File: src/rtl/rr_arbiter.sv
// Round-robin arbiter with registered one-hot grants, owner hold while requesting,
// and an optional hold limit that forces rotation when others are waiting.
module rr_arbiter #(
    parameter int N        = 4,
    parameter int MAX_HOLD = 8,
    parameter int ID_W     = 2
) (
    input  logic            clk,
    input  logic            rst,
    input  logic [N-1:0]    req,
    output logic [N-1:0]    gnt,
    output logic [ID_W-1:0] gnt_id,
    output logic            busy,
    output logic            timeout
);

    localparam int              HC_W      = (MAX_HOLD > 2) ? $clog2(MAX_HOLD) : 1;
    localparam logic [HC_W-1:0] HOLD_LAST = (MAX_HOLD > 0) ? HC_W'(MAX_HOLD - 1) : '0;
    localparam bit              LIMIT_EN  = (MAX_HOLD > 0);

    typedef enum logic {IDLE, GRANT} state_t;

    state_t          state, state_nxt;
    logic [ID_W-1:0] ptr, ptr_nxt;
    logic [HC_W-1:0] hold_cnt, hold_cnt_nxt;
    logic [N-1:0]    gnt_nxt;
    logic [ID_W-1:0] gnt_id_nxt;
    logic            busy_nxt;
    logic            timeout_nxt;
    logic [ID_W-1:0] win;
    logic [N-1:0]    owner_mask;
    logic [N-1:0]    others_req;
    logic            owner_req;

    // First set candidate scanning upward from start, wrapping modulo N.
    function automatic logic [ID_W-1:0] pick(input logic [N-1:0] cand,
                                             input logic [ID_W-1:0] start);
        logic [ID_W-1:0] w;
        logic            found;
        int              idx;
        w     = '0;
        found = 1'b0;
        for (int k = 0; k < N; k++) begin
            idx = (int'(start) + k) % N;
            if (!found && cand[idx]) begin
                w     = ID_W'(idx);
                found = 1'b1;
            end
        end
        return w;
    endfunction

    function automatic logic [ID_W-1:0] next_idx(input logic [ID_W-1:0] o);
        return (int'(o) == N - 1) ? '0 : o + 1'b1;
    endfunction

    function automatic logic [N-1:0] onehot(input logic [ID_W-1:0] w);
        logic [N-1:0] v;
        for (int i = 0; i < N; i++) begin
            v[i] = (i == int'(w));
        end
        return v;
    endfunction

    assign owner_mask = onehot(gnt_id);
    assign others_req = req & ~owner_mask;
    assign owner_req  = |(req & owner_mask);

    always_comb begin
        state_nxt    = state;
        ptr_nxt      = ptr;
        hold_cnt_nxt = hold_cnt;
        gnt_nxt      = gnt;
        gnt_id_nxt   = gnt_id;
        busy_nxt     = busy;
        timeout_nxt  = 1'b0;
        win          = '0;
        case (state)
            IDLE: begin
                if (|req) begin
                    win          = pick(req, ptr);
                    state_nxt    = GRANT;
                    gnt_nxt      = onehot(win);
                    gnt_id_nxt   = win;
                    busy_nxt     = 1'b1;
                    hold_cnt_nxt = '0;
                end
            end
            GRANT: begin
                if (!owner_req) begin
                    ptr_nxt      = next_idx(gnt_id);
                    hold_cnt_nxt = '0;
                    if (|others_req) begin
                        // Hand over directly so the resource never sees an idle bubble.
                        win        = pick(req, next_idx(gnt_id));
                        gnt_nxt    = onehot(win);
                        gnt_id_nxt = win;
                    end else begin
                        state_nxt  = IDLE;
                        gnt_nxt    = '0;
                        gnt_id_nxt = '0;
                        busy_nxt   = 1'b0;
                    end
                end else if (LIMIT_EN && (hold_cnt == HOLD_LAST) && (|others_req)) begin
                    ptr_nxt      = next_idx(gnt_id);
                    win          = pick(others_req, next_idx(gnt_id));
                    gnt_nxt      = onehot(win);
                    gnt_id_nxt   = win;
                    timeout_nxt  = 1'b1;
                    hold_cnt_nxt = '0;
                end else if (hold_cnt != HOLD_LAST) begin
                    hold_cnt_nxt = hold_cnt + 1'b1;
                end
            end
            default: begin
                state_nxt  = IDLE;
                gnt_nxt    = '0;
                gnt_id_nxt = '0;
                busy_nxt   = 1'b0;
            end
        endcase
    end

    always_ff @(posedge clk or posedge rst) begin
        if (rst) begin
            state    <= IDLE;
            ptr      <= '0;
            hold_cnt <= '0;
            gnt      <= '0;
            gnt_id   <= '0;
            busy     <= 1'b0;
            timeout  <= 1'b0;
        end else begin
            state    <= state_nxt;
            ptr      <= ptr_nxt;
            hold_cnt <= hold_cnt_nxt;
            gnt      <= gnt_nxt;
            gnt_id   <= gnt_id_nxt;
            busy     <= busy_nxt;
            timeout  <= timeout_nxt;
        end
    end

endmodule

File: config.mk
export PLATFORM = sky130hd
export DESIGN_NAME = rr_arbiter
export DESIGN_NICKNAME = d
export VERILOG_FILES = /design/src/rtl/rr_arbiter.sv
export SDC_FILE = /design/constraint.sdc
export NUM_CORES = 1
export LEC_CHECK = 0
export ABC_AREA = 1
export BUFFER_PORTS_ARGS = -buffer_cell sky130_fd_sc_hd__clkbuf_2
export CAP_MARGIN = 15
export CORE_MARGIN = 3
export CORE_UTILIZATION = 45
export DETAILED_ROUTE_END_ITERATION = 10
export GPL_TIMING_DRIVEN = 0
export PLACE_DENSITY = 0.61
export SLEW_MARGIN = 30
export SYNTH_ARGS = -nofsm -noshare
export SYNTH_HDL_FRONTEND = slang
export SYNTH_SLANG_ARGS = --single-unit
File: constraint.sdc
create_clock -name clk -period 2.4 [get_ports clk]
set_input_delay 0.24 -clock clk [delete_from_list [all_inputs] [get_ports clk]]
set_output_delay 0.24 -clock clk [all_outputs]
set_load 0.01 [all_outputs]
==> impl_metrics.json <==
{
  "track_usage": 0.1915,
  "critical_path_arrival_ps": 2370,
  "grt_max_degree": 15,
  "syn-num-nets": 281,
  "tightest_slew_ps": 533.3,
  "stdcell_area_um2": 1908,
  "async_flop_share": 1.000,
  "yosys_warnings": 0,
  "cts_sinks": 14,
  "ys_types": 31,
  "holdBufCountCts": 0,
  "drtIter0Drc": 106,
  "synth_top_area_share": 0.2280,
  "tns_ps": 0,
  "dp_worst_setup_slack_ps": -38.37,
  "cts_tree": "built",
  "yosys.area.top_type": "nand2_1",
  "reg2reg_depth": 20,
  "synthCells": 269,
  "fin_skew_ps": 6.328,
  "antenna_left": 0,
  "setup_viol": 0,
  "diodes": 0,
  "place_area_um2": 1785,
  "rows": 21,
  "worst_slack_ps": 170.5,
  "crit_chain": "buf_6 -> inv_2 -> ha_4 -> inv_2 -> nand2_1 -> nand2_4 -> nand2_1 -> nand2_1 -> nor2_2 -> nand2_1 -> nand2_1 -> inv_1 -> nand2_2 -> inv_1 -> nand2_1 -> nand2_1 -> nand2_1 -> nand2_1 -> nand2_1 -> nand2_1",
  "via_per_inst": 4.949,
  "hpwl_mm": 3.052,
  "maxCapViolCount": 0,
  "rsz0062_at_grt": "true",
  "die_h_um": 66.79,
  "ioPinCount": 14,
  "antenna_found_initial": 0,
  "finalMaxSlewViolations": 0,
  "synth_edf_count": 0,
  "timing.hold.ws_ps": -0.1090,
  "synthTopCellsByArea": "nand2_1, dfrtp_1, inv_1",
  "clock.fmax_mhz": 448.5,
  "first_global_vias": 1431,
  "period_share": 0.9290,
  "r2r_slack_ps": 170,
  "vias": 1658,
  "core_area_um2": 3442,
  "min_path_type": "primary input to async pin",
  "post-route-min-period_ps": 2230,
  "criticalPathCategory": "flip-flop to flip-flop",
  "port_buffers": 13,
  "violations": "hold timing",
  "routedWlPerCell_um": 11.41,
  "required_ps": 2540,
  "end_kind": "flip-flop",
  "synth-seq-area-share": 0.2107,
  "dr.pass1.iters": 4,
  "path_clk_slew_ps": 60,
  "synth_seq_cells": 14,
  "reg2reg_to": "gnt[1]",
  "worst-path-max-fanout": 8,
  "gp_congestion": 0.7965,
  "wirelength_mm": 3.821,
  "cts_buffer_depth": 2,
  "syn_area_per_cell_um2": 6.182,
  "synth_flop_cell": "dfrtp_1",
  "grt_pass1_wl_mm": 6.561,
  "cp_slowest_cell": "dfrtp_1",
  "insertion_delay_ps": 250,
  "dieWidth_um": 66.79,
  "drc_errors": 0,
  "htree_levels": 1,
  "yosys-top-cells-count": "nand2_1, inv_1, nor2_1",
  "critPathMostFrequentCell": "nand2_1",
  "mappedNetlistArea_um2": 1663,
  "nFillCells": 365,
  "grt_remaining_overflow": 0,
  "hold_violations": 1,
  "cts_inserted_buffers": 3,
  "nNetsFinal": 302,
  "root_buffer": "clkbuf_8",
  "outcome": "complete, but fails checks",
  "timing.rr.start": "gnt_id[0]",
  "drive_above_1_share": 0.2457,
  "syn2layout_area_growth_pct": 14.75,
  "die-area_um2": 4461,
  "worst_path_largest_cell_delay_ps": 420,
  "initial_utilization": 0.4831,
  "relSlewSlack": 0.6440,
  "synth_most_common_cell": "nand2_1",
  "critPathLaunchType": "flip-flop"
}
flip-flops by register name, indices dropped and copies added, names as in the netlist:
name	cells
timeout	1
hold_cnt	3
ptr	2
busy	1
gnt_id	2
state	1
gnt	4
placed cells by master (no fill, tap or decap), types with 4 or more instances in the layout:
cell type	Yosys	routed
nand4_1	7	7
inv_2	8	9
clkbuf_8	0	4
ha_1	6	4
nand2_4	2	4
nand2_1	101	96
o21ai_1	5	5
inv_1	30	29
buf_6	6	6
o21ai_0	9	9
nor2_1	22	22
a21oi_1	8	8
nand2_2	10	13
dfrtp_1	14	14
nand3_1	15	15
clkbuf_2	0	13
logic make-up (layout without fill, tap and decap cells):
| logic type | count (synthesis) | count (layout) | synth area share |
|---|---|---|---|
| AO/OA/AOI/OAI | 35 | 35 | 0.1460 |
| flip-flops | 14 | 14 | 0.2107 |
| XOR/XNOR | 2 | 2 | 0.01505 |
| AND/OR/NAND/NOR | 167 | 167 | 0.4507 |
| adder cells (fa/ha/maj) | 7 | 7 | 0.05117 |
| buffers and inverters | 44 | 64 | 0.1264 |
per-layer routing:
| layer | track usage | wire (µm) | up-vias |
|---|---|---|---|
| met5 | 0 | 0 | - |
| met4 | 0.03807 | 0 | 0 |
| met3 | 0.03035 | 135 | 0 |
| met2 | 0.3007 | 1770 | 28 |
| met1 | 0.2755 | 1916 | 735 |
| li1 | - | - | 895 |
how the worst max path moves through the flow:
stage / startpoint / endpoint / slack, ps / depth (start not counted)
floorplan: gnt_id[0] / gnt[1] / 230 / 17
global placement: gnt_id[0] / gnt[1] / -60 / 17
global route: gnt_id[0] / gnt[1] / -20 / 18
finish: gnt_id[0] / gnt[1] / 170 / 20
detailed placement: gnt_id[0] / gnt[1] / -40 / 17
CTS: gnt_id[0] / gnt[1] / 3 / 20
final cells by class:
| type | count | area, µm² | area share |
|---|---|---|---|
| multi-input cells | 211 | 1147 | 0.6013 |
| well taps | 46 | 57.56 | 0.03016 |
| clock buffers | 4 | 55.05 | 0.02885 |
| repair buffers | 16 | 87.58 | 0.04590 |
| inverters | 38 | 142.6 | 0.07475 |
| flip-flops and latches | 14 | 350.3 | 0.1836 |
| plain buffers | 6 | 67.56 | 0.03541 |
critical path, delay by kind of cell, from the launching register on:
kind / cells / cell delay, ps
buf+inv: 5 / 410
simple gates: 14 / 980
fa+ha+maj: 1 / 300
flops: 1 / 420
per-stage QoR:
stage,utilization,instances
detailed placement,0.5187,328
finish,0.5543,335
global placement,0.5187,328
global route,0.5543,335
CTS,0.5354,332
floorplan,-,269
repair_timing:
| action | CTS | global route |
|---|---|---|
| setup endpoints to repair | 3 | 6 |
| buffers inserted | 0 | 3 |
| resized for setup | 1 | 11 |
| cloned | 0 | 0 |
Power is left out: the tool's default activity adds up to more than one toggle a clock period on the data nets, which glitch-free logic cannot reach.
